--- src/rtl/csr_write_unit.sv ---
// Architectural write side of the machine CSR file.
// Serialises one Zicsr read-modify-write at a time and owns the 64-bit mcycle/minstret
// counters, so software writes and hardware increments are arbitrated in one place.
module csr_write_unit #(
  parameter int unsigned DATA_WIDTH     = 32,
  parameter int unsigned CSR_ADDR_WIDTH = 12
) (
  input  logic                      clk,
  input  logic                      rst,
  input  logic                      req_valid_i,
  output logic                      req_ready_o,
  input  logic [CSR_ADDR_WIDTH-1:0] req_addr_i,
  input  logic [2:0]                req_funct3_i,
  input  logic [DATA_WIDTH-1:0]     req_rs1_data_i,
  input  logic [4:0]                req_rs1_idx_i,
  input  logic                      retire_i,
  output logic                      resp_valid_o,
  output logic [DATA_WIDTH-1:0]     resp_rdata_o,
  output logic                      resp_illegal_o
);

  localparam int unsigned CntWidth = 2 * DATA_WIDTH;

  localparam logic [CSR_ADDR_WIDTH-1:0] AddrMscratch = CSR_ADDR_WIDTH'(32'h340);
  localparam logic [CSR_ADDR_WIDTH-1:0] AddrMcycle   = CSR_ADDR_WIDTH'(32'hB00);
  localparam logic [CSR_ADDR_WIDTH-1:0] AddrMcycleH  = CSR_ADDR_WIDTH'(32'hB80);
  localparam logic [CSR_ADDR_WIDTH-1:0] AddrMinstr   = CSR_ADDR_WIDTH'(32'hB02);
  localparam logic [CSR_ADDR_WIDTH-1:0] AddrMinstrH  = CSR_ADDR_WIDTH'(32'hB82);
  localparam logic [CSR_ADDR_WIDTH-1:0] AddrCycle    = CSR_ADDR_WIDTH'(32'hC00);
  localparam logic [CSR_ADDR_WIDTH-1:0] AddrCycleH   = CSR_ADDR_WIDTH'(32'hC80);
  localparam logic [CSR_ADDR_WIDTH-1:0] AddrInstr    = CSR_ADDR_WIDTH'(32'hC02);
  localparam logic [CSR_ADDR_WIDTH-1:0] AddrInstrH   = CSR_ADDR_WIDTH'(32'hC82);

  typedef enum logic [1:0] {StIdle, StRead, StWrite, StResp} state_e;

  state_e                    state_q, state_d;
  logic [CSR_ADDR_WIDTH-1:0] addr_q;
  logic [2:0]                funct3_q;
  logic [DATA_WIDTH-1:0]     rs1_data_q;
  logic [4:0]                rs1_idx_q;
  logic [DATA_WIDTH-1:0]     old_q;
  logic                      illegal_q;
  logic                      commit_q;
  logic [DATA_WIDTH-1:0]     mscratch_q, mscratch_d;
  logic [CntWidth-1:0]       mcycle_q, mcycle_d;
  logic [CntWidth-1:0]       minstret_q, minstret_d;

  logic                  sel_mscratch, sel_mcyc_lo, sel_mcyc_hi, sel_mins_lo, sel_mins_hi;
  logic                  sel_ro, mapped, wr_attempt, illegal;
  logic [DATA_WIDTH-1:0] csr_rdata, src, new_val;

  // Address decode of the captured request; read-only mirrors alias the same counter halves.
  assign sel_mscratch = (addr_q == AddrMscratch);
  assign sel_mcyc_lo  = (addr_q == AddrMcycle) || (addr_q == AddrCycle);
  assign sel_mcyc_hi  = (addr_q == AddrMcycleH) || (addr_q == AddrCycleH);
  assign sel_mins_lo  = (addr_q == AddrMinstr) || (addr_q == AddrInstr);
  assign sel_mins_hi  = (addr_q == AddrMinstrH) || (addr_q == AddrInstrH);
  assign sel_ro       = (addr_q == AddrCycle) || (addr_q == AddrCycleH) ||
                        (addr_q == AddrInstr) || (addr_q == AddrInstrH);
  assign mapped       = sel_mscratch | sel_mcyc_lo | sel_mcyc_hi | sel_mins_lo | sel_mins_hi;

  // Set/clear forms with rs1=x0 are pure reads; RW forms always write.
  assign wr_attempt = (funct3_q[1:0] == 2'b01) || (rs1_idx_q != 5'd0);
  assign illegal    = (funct3_q[1:0] == 2'b00) || !mapped || (wr_attempt && sel_ro);

  // Current value of the addressed CSR.
  always_comb begin
    csr_rdata = '0;
    if (sel_mscratch)     csr_rdata = mscratch_q;
    else if (sel_mcyc_lo) csr_rdata = mcycle_q[DATA_WIDTH-1:0];
    else if (sel_mcyc_hi) csr_rdata = mcycle_q[CntWidth-1:DATA_WIDTH];
    else if (sel_mins_lo) csr_rdata = minstret_q[DATA_WIDTH-1:0];
    else if (sel_mins_hi) csr_rdata = minstret_q[CntWidth-1:DATA_WIDTH];
  end

  // Operand select and read-modify-write value, built from the value latched in READ.
  always_comb begin
    src     = req_funct3_zimm(funct3_q) ? DATA_WIDTH'(rs1_idx_q) : rs1_data_q;
    new_val = src;
    unique case (funct3_q[1:0])
      2'b10:   new_val = old_q | src;
      2'b11:   new_val = old_q & ~src;
      default: new_val = src;
    endcase
  end

  function automatic logic req_funct3_zimm(input logic [2:0] f3);
    return f3[2];
  endfunction

  // Counters free-run; a committed write to a half freezes that counter for the cycle.
  always_comb begin
    mscratch_d = mscratch_q;
    mcycle_d   = mcycle_q + CntWidth'(1);
    minstret_d = minstret_q + CntWidth'(retire_i);
    if ((state_q == StWrite) && commit_q) begin
      if (sel_mscratch) mscratch_d = new_val;
      if (sel_mcyc_lo)  mcycle_d   = {mcycle_q[CntWidth-1:DATA_WIDTH], new_val};
      if (sel_mcyc_hi)  mcycle_d   = {new_val, mcycle_q[DATA_WIDTH-1:0]};
      if (sel_mins_lo)  minstret_d = {minstret_q[CntWidth-1:DATA_WIDTH], new_val};
      if (sel_mins_hi)  minstret_d = {new_val, minstret_q[DATA_WIDTH-1:0]};
    end
  end

  // Next-state: fixed four-cycle walk once a request is accepted.
  always_comb begin
    state_d = state_q;
    unique case (state_q)
      StIdle:  if (req_valid_i) state_d = StRead;
      StRead:  state_d = StWrite;
      StWrite: state_d = StResp;
      StResp:  state_d = StIdle;
      default: state_d = StIdle;
    endcase
  end

  // State, architectural CSRs and captured transaction registers.
  always_ff @(posedge clk or posedge rst) begin
    if (rst) begin
      state_q    <= StIdle;
      addr_q     <= '0;
      funct3_q   <= '0;
      rs1_data_q <= '0;
      rs1_idx_q  <= '0;
      old_q      <= '0;
      illegal_q  <= 1'b0;
      commit_q   <= 1'b0;
      mscratch_q <= '0;
      mcycle_q   <= '0;
      minstret_q <= '0;
    end else begin
      state_q    <= state_d;
      mscratch_q <= mscratch_d;
      mcycle_q   <= mcycle_d;
      minstret_q <= minstret_d;
      if ((state_q == StIdle) && req_valid_i) begin
        addr_q     <= req_addr_i;
        funct3_q   <= req_funct3_i;
        rs1_data_q <= req_rs1_data_i;
        rs1_idx_q  <= req_rs1_idx_i;
      end
      if (state_q == StRead) begin
        old_q     <= csr_rdata;
        illegal_q <= illegal;
        commit_q  <= wr_attempt && !illegal;
      end
    end
  end

  // Handshake and response outputs; data is forced to zero for illegal accesses.
  always_comb begin
    req_ready_o    = (state_q == StIdle);
    resp_valid_o   = (state_q == StResp);
    resp_illegal_o = (state_q == StResp) && illegal_q;
    resp_rdata_o   = ((state_q == StResp) && !illegal_q) ? old_q : '0;
  end

endmodule

--- config.mk ---
export PLATFORM = sky130hd
export DESIGN_NAME = csr_write_unit
export DESIGN_NICKNAME = d
export VERILOG_FILES = /design/src/rtl/csr_write_unit.sv
export SDC_FILE = /design/constraint.sdc
export NUM_CORES = 1
export LEC_CHECK = 0
export BUFFER_PORTS_ARGS = -buffer_cell sky130_fd_sc_hd__buf_2
export CORE_UTILIZATION = 55
export DETAILED_ROUTE_END_ITERATION = 10
export PLACE_DENSITY = 0.73
export SLEW_MARGIN = 40
export SYNTH_ARGS = -nofsm -noshare
export SYNTH_HDL_FRONTEND = slang
export SYNTH_SLANG_ARGS = --single-unit
--- constraint.sdc ---
create_clock -name clk -period 9.89 [get_ports clk]
set_input_delay 1.978 -clock clk [delete_from_list [all_inputs] [get_ports clk]]
set_output_delay 1.978 -clock clk [all_outputs]
set_load 0.02 [all_outputs]
==> results.cfg <==
[placed_design]
place_ws_ns = 4.769
portBuffers = 90
place_congestion = 1.013
dpl.hpwl_um = 36600

[power]
powerDensity_nw_per_um2 = 253.2
power_frac_seq = 0.356
ir_drop_uv = 406.9
p_leak_nw = 6.732
internal_power_mw = 2.423
p_switching_mw = 1.757
combPwrFrac = 0.377
p_total_mw = 4.180
power.share.switching = 0.4204
clkPwrFrac = 0.267

[timing]
setup_slack_ns = 5.215
fin_crit_sh = 0.4728
finalSetupTns_ns = 0
skew_ns = 0.01442
setup_viol = 0
worst_pin_slew_ns = 1.010
fmax_mhz = 213.9
finalHoldViolCount = 0
rsz0062_at_grt = no
whs_ns = 0.4796
slew_headroom = 0.3234
post-route-min-period_ns = 4.676
slew_viol_final = 0

[critical_path]
cp_max_fo = 12
required_ns = 10.36
worstRegToRegCells = 7
arrival_ns = 5.14
worst_r2r_endpoint = minstret_q[62]
startpoint_type = input port
endpoint_kind = register
crit_type = in2reg
regToRegSetupSlack_ns = 6.25
regToRegStartpoint = addr_q[5]

[route]
avgRoutedWirePerCell_um = 25.75
drt_iter0_drc = 1739
ant_nets = 0
via_count = 14320
vias_per_cell = 7.056
drc = 0
wirelength_um = 52250
first_pass_iters = 7

[final_layout]
layout-drive-gt1-share = 0.1802
fillers = 2211
fin_util = 0.6335
nNetsFinal = 1735
syn2layout_area_growth_pct = 12.99

[yosys]
mappedNetlistNets = 1700
yosysTopAreaCell = dfrtp_1
synth-seq-area-share = 0.4248
ys_types = 76
synth_area_um2 = 14610
yosys_most_used_dff = dfrtp_1
synth.top_cells.by_count = dfrtp_1, o21ai_0, nor2_1, nand2_1, clkbuf_1
synth_area_leaders = dfrtp_1, o21ai_0, mux2_2, nor2_1, nand2_1
synthArstFlopShare = 1.000
synth_enable_flop_cells = 0
syn_inst = 1637
yosys_warnings = 0
ys_ff_latch = 248
synth.most_common_cell = dfrtp_1
synthesis.area_per_instance_um2 = 8.925
yosysTopAreaCellShare = 0.4248

[clocking]
cts_tree = done
cts-resized-gates = 0
path_clk_slew_ns = 0.06
cts.sinks = 248
h-tree-depth = 1
root_buffer = clkbuf_16
insertion_delay_ns = 0.56
clock_path_buffers = 3
hold_buffers = 0
cts_setup_buffers = 0
cts_made_buffers = 28

[global_route]
track_usage = 0.3916
grt_overflow = 0
antenna_found_initial = 1
grt_pass1_wl_um = 80020
grt_start_max_net_pins = 97
grt_pass1_vias = 13360

[job]
drv_cap = 0

[die]
coreArea_um2 = 26060
die_w_um = 165.0
die_height_um = 165.0
dieArea_um2 = 27220
start_util = 0.5607
pin_count = 91
core.rowCount = 59

[worst_hold_path]
min_to = mscratch_q[0]
worstHoldPathType = reg2reg
hold_start = mscratch_q[0]
hold_depth = 2

[status]
status = finished, final reports clean
[registers in the layout (all words and copies together), names as in the netlist]
name / flops
minstret_q: 64
rs1_idx_q: 5
commit_q: 1
mscratch_q: 32
old_q: 32
illegal_q: 1
mcycle_q: 64
state_q: 2
funct3_q: 3
addr_q: 12
rs1_data_q: 32
[cells in the final DEF, fill, tap and decap left out, drive strengths merged, types with 5 or more instances in the layout]
master	synthesis	final
mux4	13	13
nand3	63	63
a221oi	29	29
clkbuf	96	42
ha	7	7
o32a	6	6
mux2	62	62
o211ai	38	38
or4	16	16
nand4	52	52
nor2	150	150
nor3	44	44
a211o	7	7
buf	23	124
and4	12	12
mux2i	28	28
nand2b	27	27
o221ai	21	21
nand4b	6	6
dfrtp	248	248
o21ai	154	154
or3	17	17
or2	6	6
a41oi	5	5
a31oi	51	51
nor4	33	33
inv	24	24
and3	27	27
nand2	149	149
nand3b	5	5
a211oi	34	34
and2	45	45
o31ai	9	9
a22oi	14	14
a21oi	66	66
[area by class of cell]
type                    count  area [µm²]  area share
well taps                 335       419.2     0.02539
flip-flops and latches    248        6208      0.3761
repair buffers            124       724.4     0.04388
clock buffers              42       853.3     0.05169
inverters                  24       97.59    0.005912
diodes                      1       2.502   0.0001516
clock inverters             9       136.4    0.008261
multi-input cells        1246        8066      0.4886
[power groups by stage]
stage / registers [mW] / clock network (mW) / logic (mW)
CTS: 1.48 / 1.12 / 1.53
global route: 1.52 / 1.15 / 1.65
finish: 1.49 / 1.12 / 1.58
floorplan: 1.37 / 0 / 0.934
global placement: 1.48 / 0 / 1.44
detailed placement: 1.49 / 0 / 1.52
[stage by stage]
stage	area, µm²	instances
finish	16510	2029
detailed placement	15500	1977
floorplan	14610	1637
CTS	16490	2028
global route	16510	2029
global placement	15320	1975
[metal layers]
metal	track usage	vias up	part of all wire
met3	0.09970	220	0.12
met4	0.2577	0	0.075
met1	0.5314	6963	0.39
li1	-	6252	-
met2	0.5510	881	0.42
met5	0	-	0
[worst max-delay path, cell delays in order]
cell and delay [ns]:
buf_2 0.08, ha_1 0.24, ha_1 0.24, nand3_1 0.14, or3_1 0.56, or3_1 0.62, or3_1 0.60, or4_1 0.56
o211ai_1 0.11
[kinds of logic after synthesis]
logic type | Yosys count | synth area share
AO/OA/AOI/OAI | 467 | 0.2066
XOR/XNOR | 4 | 0.002398
buffers and inverters | 143 | 0.03768
multiplexers | 103 | 0.08701
adder cells (fa/ha/maj) | 7 | 0.005994
AND/OR/NAND/NOR | 665 | 0.2356
flip-flops | 248 | 0.4248
[how the worst max path moves through the flow]
stage                         from  cells past startpoint  slack [ns]             end
final                     retire_i                      9        5.21  minstret_q[54]
after global routing      retire_i                      9        5.13  minstret_q[54]
after CTS                 retire_i                      9        5.33  minstret_q[54]
after detailed placement  retire_i                      9        4.77  minstret_q[54]
after global placement    retire_i                      9        4.86  minstret_q[54]
after floorplan                rst                      1        1.10       addr_q[0]
Power figures use the tool's default switching activity.
